File: config.mk
export PLATFORM = sky130hd
export DESIGN_NAME = adc_sample_averager
export DESIGN_NICKNAME = d
export VERILOG_FILES = /design/src/rtl/adc_sample_averager_pkg.sv /design/src/rtl/adc_sample_averager_avg_out_reg.sv /design/src/rtl/adc_sample_averager.sv
export SDC_FILE = /design/constraint.sdc
export NUM_CORES = 1
export LEC_CHECK = 0
export ABC_AREA = 1
export CORE_MARGIN = 3
export CORE_UTILIZATION = 50
export DETAILED_ROUTE_END_ITERATION = 8
export PLACE_DENSITY = 0.73
export SYNTH_ARGS = -nofsm -noshare
export SYNTH_HDL_FRONTEND = slang
export SYNTH_HIERARCHICAL = 1
export SYNTH_SLANG_ARGS = --single-unit
File: constraint.sdc
create_clock -name clk -period 1.9 [get_ports clk]
set_input_delay 0.285 -clock clk [delete_from_list [all_inputs] [get_ports clk]]
set_output_delay 0.285 -clock clk [all_outputs]
set_load 0.005 [all_outputs]
File: src/rtl/adc_sample_averager_pkg.sv
// Shared ADC definitions: default sample width, averager state encoding and the
// mean-shift helper used to turn an N-sample sum into a truncated mean.
package adc_sample_averager_pkg;

  localparam int ADC_DW = 12;

  typedef enum logic [1:0] {
    IDLE    = 2'd0,
    ACCUM   = 2'd1,
    PUBLISH = 2'd2
  } state_e;

  // Dividing by N = 2^LOG2_N is a plain right shift by LOG2_N.
  function automatic int mean_shift(input int log2_n);
    return log2_n;
  endfunction

endpackage

File: src/rtl/adc_sample_averager_avg_out_reg.sv
// Valid/ready output holding register for averaged results. A published mean
// loads only when the slot is free or draining this cycle; otherwise it is dropped.
module avg_out_reg #(
  parameter int DW = 12
) (
  input  logic          clk,
  input  logic          nrst,
  input  logic          load_i,
  input  logic [DW-1:0] mean_i,
  input  logic          ready_i,
  input  logic          clr_ovr_i,
  output logic [DW-1:0] data_o,
  output logic          valid_o,
  output logic          ovr_o
);

  logic [DW-1:0] data_q, data_d;
  logic          valid_q, valid_d;
  logic          ovr_q, ovr_d;
  logic          xfer, accept, drop;

  assign xfer   = valid_q & ready_i;
  assign accept = load_i & (~valid_q | xfer);
  assign drop   = load_i & ~accept;

  always_comb begin
    data_d  = accept ? mean_i : data_q;
    valid_d = accept ? 1'b1 : (xfer ? 1'b0 : valid_q);
    // A drop in the same cycle as a clear must still be reported.
    ovr_d   = drop ? 1'b1 : (clr_ovr_i ? 1'b0 : ovr_q);
  end

  always_ff @(posedge clk or negedge nrst) begin
    if (!nrst) begin
      data_q  <= '0;
      valid_q <= 1'b0;
      ovr_q   <= 1'b0;
    end else begin
      data_q  <= data_d;
      valid_q <= valid_d;
      ovr_q   <= ovr_d;
    end
  end

  assign data_o  = data_q;
  assign valid_o = valid_q;
  assign ovr_o   = ovr_q;

endmodule

File: src/rtl/adc_sample_averager.sv
// Accumulates 2^LOG2_N triggered ADC samples and publishes their truncated mean
// through a valid/ready port; aborts to IDLE whenever en or PLL lock drops.
module adc_sample_averager
  import adc_sample_averager_pkg::*;
#(
  parameter int DW     = ADC_DW,
  parameter int LOG2_N = 4
) (
  input  logic          clk,
  input  logic          nrst,
  input  logic          locked,
  input  logic          en,
  input  logic          trig,
  input  logic [DW-1:0] adc_data,
  output logic [DW-1:0] avg_data,
  output logic          avg_valid,
  input  logic          avg_ready,
  output logic          overrun,
  input  logic          clr_ovr,
  output logic          busy
);

  localparam int AW         = DW + LOG2_N;
  localparam int MEAN_SHIFT = mean_shift(LOG2_N);

  state_e            state_q, state_d;
  logic [AW-1:0]     acc_q, acc_d;
  logic [LOG2_N-1:0] cnt_q, cnt_d;
  logic              run, last, pub_load;
  logic [AW-1:0]     sample_ext;
  logic [DW-1:0]     mean;

  assign run        = en & locked;
  assign last       = (cnt_q == {LOG2_N{1'b1}});
  assign sample_ext = {{LOG2_N{1'b0}}, adc_data};
  assign mean       = acc_q[AW-1:MEAN_SHIFT];

  always_ff @(posedge clk or negedge nrst) begin
    if (!nrst) begin
      state_q <= IDLE;
      acc_q   <= '0;
      cnt_q   <= '0;
    end else begin
      state_q <= state_d;
      acc_q   <= acc_d;
      cnt_q   <= cnt_d;
    end
  end

  // Next state plus accumulator/counter update; abort outranks trig and publish.
  always_comb begin
    state_d = state_q;
    acc_d   = acc_q;
    cnt_d   = cnt_q;
    unique case (state_q)
      IDLE: begin
        acc_d = '0;
        cnt_d = '0;
        if (run) state_d = ACCUM;
      end
      ACCUM: begin
        if (!run) begin
          state_d = IDLE;
          acc_d   = '0;
          cnt_d   = '0;
        end else if (trig) begin
          acc_d = acc_q + sample_ext;
          cnt_d = cnt_q + 1'b1;
          if (last) state_d = PUBLISH;
        end
      end
      PUBLISH: begin
        if (!run) begin
          state_d = IDLE;
          acc_d   = '0;
          cnt_d   = '0;
        end else begin
          // A trig here is the first sample of the following block.
          state_d = ACCUM;
          acc_d   = trig ? sample_ext : '0;
          cnt_d   = trig ? LOG2_N'(1) : '0;
        end
      end
      default: begin
        state_d = IDLE;
        acc_d   = '0;
        cnt_d   = '0;
      end
    endcase
  end

  always_comb begin
    pub_load = (state_q == PUBLISH) && run;
    busy     = (state_q != IDLE);
  end

  avg_out_reg #(.DW(DW)) u_out (
    .clk       (clk),
    .nrst      (nrst),
    .load_i    (pub_load),
    .mean_i    (mean),
    .ready_i   (avg_ready),
    .clr_ovr_i (clr_ovr),
    .data_o    (avg_data),
    .valid_o   (avg_valid),
    .ovr_o     (overrun)
  );

endmodule

==> results.sh <==
export IMPL_status="finished, final reports clean"
export IMPL_numCtsBuffers=5
export IMPL_hp_class="in2async"
export IMPL_post_synth_num_cell_types=35
export IMPL_powerDensity_mw_per_mm2=766
export IMPL_synth_warnings=6
export IMPL_path_buf_inv=3
export IMPL_synth_top_area_share_pct=35.0
export IMPL_multiInputGateArea_sq_mm=0.00142
export IMPL_synth_top_area_cell="dfrtp_1"
export IMPL_die_height_um=77.7
export IMPL_post_route_period_util_pct=93.9
export IMPL_floorplan_rows=25
export IMPL_drt_iter0_markers=111
export IMPL_drv_slew=0
export IMPL_ant_nets=0
export IMPL_rsz0062_at_grt="false"
export IMPL_r2r_start="state_q[0]"
export IMPL_n_antenna_cell=0
export IMPL_num_io_pins=34
export IMPL_p_total_mw=2.44
export IMPL_clock_skew_ns=0.00631
export IMPL_finalNetCount=447
export IMPL_dp_cells=468
export IMPL_ir_worst_vdd_uv=379
export IMPL_synthArstFlopShare_pct=100
export IMPL_worst_slew_pin_slew_ns=0.465
export IMPL_area_delta_synth_final_pct=24.0
export IMPL_ys_ff_latch=36
export IMPL_cp_arrival_ns=1.50
export IMPL_fin_util_pct=65.8
export IMPL_max_stage_delay_ns=0.48
export IMPL_grt_pass1_wl_mm=10.3
export IMPL_ctsRootBufferMaster="clkbuf_8"
export IMPL_stdcell_count=478
export IMPL_post_place_ws_ns=-0.193
export IMPL_fin_ws_ns=0.115
export IMPL_mappedNetlistArea_sq_mm=0.00257
export IMPL_syn_inst=359
export IMPL_antenna_found_initial=0
export IMPL_finalHoldViolations=0
export IMPL_first_pass_iters=4
export IMPL_dieArea_sq_mm=0.00604
export IMPL_cp_end_kind="output port"
export IMPL_ctsHoldBuffers=0
export IMPL_setup_viol=0
export IMPL_crit_start="state_q[0]"
export IMPL_seq_area_sq_um=901
export IMPL_cp_start_kind="flip-flop"
export IMPL_cts_tree="done"
export IMPL_routed_wl_mm=5.85
export IMPL_grt_usage_pct=21.3
export IMPL_ys_top_cells_by_count="135 x nand2_1, 51 x inv_1, 42 x nand3_1, 36 x dfrtp_1, 17 x ha_1"
export IMPL_initial_core_util_pct=53.0
export IMPL_clock_latency_ns=0.29
export IMPL_synth_edf_count=0
export IMPL_cp_required_ns=1.62
export IMPL_slew_headroom_pct=69.0
export IMPL_synth_nets=396
export IMPL_path_class="reg2out"
export IMPL_wl_per_cell_um=12.2
export IMPL_cp_cell_sequence="inv_1 -> ha_2 -> inv_1 -> clkdlybuf4s50_1"
export IMPL_route_vias_total=2383
export IMPL_drt_vias_per_instance=4.99
export IMPL_synthTopCellsByArea="dfrtp_1 35%, nand2_1 20%, ha_1 8.3%"
export IMPL_layout_drive_gt1_share_pct=12.9
export IMPL_cts_sinks=36
export IMPL_syn_avg_cell_area_sq_um=7.16
export IMPL_crit_top_cell="inv_1"
export IMPL_htree_levels=2
export IMPL_clk_pin_slew_worst_paths_ns=0.08
export IMPL_yosysMostFrequentCell="nand2_1"
export IMPL_design_core_area_sq_mm=0.00485
export IMPL_slowest_stage="clkdlybuf4s50_1"
export IMPL_power_leakage_nw=1.74
export IMPL_seq_area_frac_synth_pct=35.0
export IMPL_drc=0
export IMPL_worst_path_max_fanout=4
export IMPL_fill_cells=424
export IMPL_clock_path_buffers=2
export IMPL_place_congestion=0.869
export IMPL_portBuffers=33
export IMPL_grt_pass1_vias=2274
export IMPL_grt_ovfl_total=0
export IMPL_fmax_mhz=560
export IMPL_dieWidth_um=77.7
export IMPL_synth_flop_cell="dfrtp_1"
export IMPL_grt_max_degree=37
export IMPL_fin_crit_ns=1.78
export IMPL_drv_cap=0
export IMPL_crit_family="buffers and inverters"
export IMPL_dp_hpwl_mm=4.38
==> sequential cells by signal (all words and copies together) (netlist names) <==
signal and count:
acc_q 16, u_out/data_o 12, u_out/ovr_o 1, state_q 2
u_out/valid_o 1, cnt_q 4
==> cell type report <==
| type | instances | area share, % |
|---|---|---|
| Inverter | 53 | 6.32 |
| Clock buffer | 6 | 2.28 |
| Clock inverter | 2 | 1.10 |
| Tap cell | 67 | 2.63 |
| Timing Repair Buffer | 51 | 15.0 |
| Multi-Input combinational cell | 263 | 44.4 |
| Sequential cell | 36 | 28.3 |
==> timing repair <==
item                       in CTS  in global routing
hold endpoints to repair        0                  0
setup endpoints to repair       0                  4
resized for setup               0                  5
setup buffers                   0                  2
==> cells in the final DEF, fill, tap and decap left out, types with 2 or more instances in the layout <==
master	count
nand3b_1	3
ha_1	15
inv_2	2
nor3_1	2
inv_1	50
o211ai_1	2
clkbuf_8	5
nand2_2	5
ha_2	2
xnor2_1	2
dfrtp_1	36
nor2_1	13
o21ai_0	7
nand3_1	41
buf_4	17
nor2_2	2
a21oi_1	10
nand2_1	135
nand3_2	7
nand2_4	3
clkdlybuf4s50_1	33
==> where the power goes <==
part	total [mW]	internal, mW	switching (mW)	leakage (nW)
logic	0.887	0.366	0.520	1.19
registers	0.888	0.834	0.0540	0.499
clock network	0.669	0.390	0.280	0.0552
==> worst register-to-register path: stages (launching register included) <==
cell	delay, ns
dfrtp_1	0.41
buf_4	0.14
ha_1	0.20
nand3_2	0.10
nor2_2	0.06
nor2_2	0.22
nand2_4	0.14
inv_4	0.16
nand3_1	0.11
nand2_1	0.06
==> cells by family after synthesis <==
| kind of cell | Yosys count | share of synthesized area [%] |
|---|---|---|
| adder cells (fa/ha/maj) | 18 | 9.05 |
| AO/OA/AOI/OAI | 25 | 5.84 |
| AND/OR/NAND/NOR | 217 | 38.7 |
| buffers and inverters | 60 | 10.4 |
| flip-flops | 36 | 35.0 |
| XOR/XNOR | 3 | 1.02 |
==> metal layers <==
layer | up-vias | GRT usage (%) | wire [um]
met1 | 1085 | 29.7 | 2800
li1 | 1238 | - | -
met5 | - | 0 | 0
met2 | 51 | 33.1 | 2700
met3 | 9 | 3.60 | 276
met4 | 0 | 7.65 | 74
==> path summary, 6_finish.rpt <==
kind | to | slack, ns | cells past startpoint
min in group clk | u_out/data_o[11] | 0.47 | 2
worst min-delay path | acc_q[8] | 0.42 | 2
worst max register to register | acc_q[11] | 0.25 | 9
worst max-delay path | busy | 0.12 | 4
max in group asynchronous | cnt_q[2] | 1.16 | 2
worst min register to register | u_out/data_o[11] | 0.47 | 2
==> stage by stage <==
step                      area (sq um)  setup TNS, ns  hold slack (ns)
after floorplan                   2570              0          -0.0106
after global placement            3050         -0.788            0.454
after detailed placement          3050          -1.11            0.458
after CTS                         3160              0            0.429
after global routing              3190              0            0.468
final                             3190              0            0.416
Power figures use the tool's default switching activity.
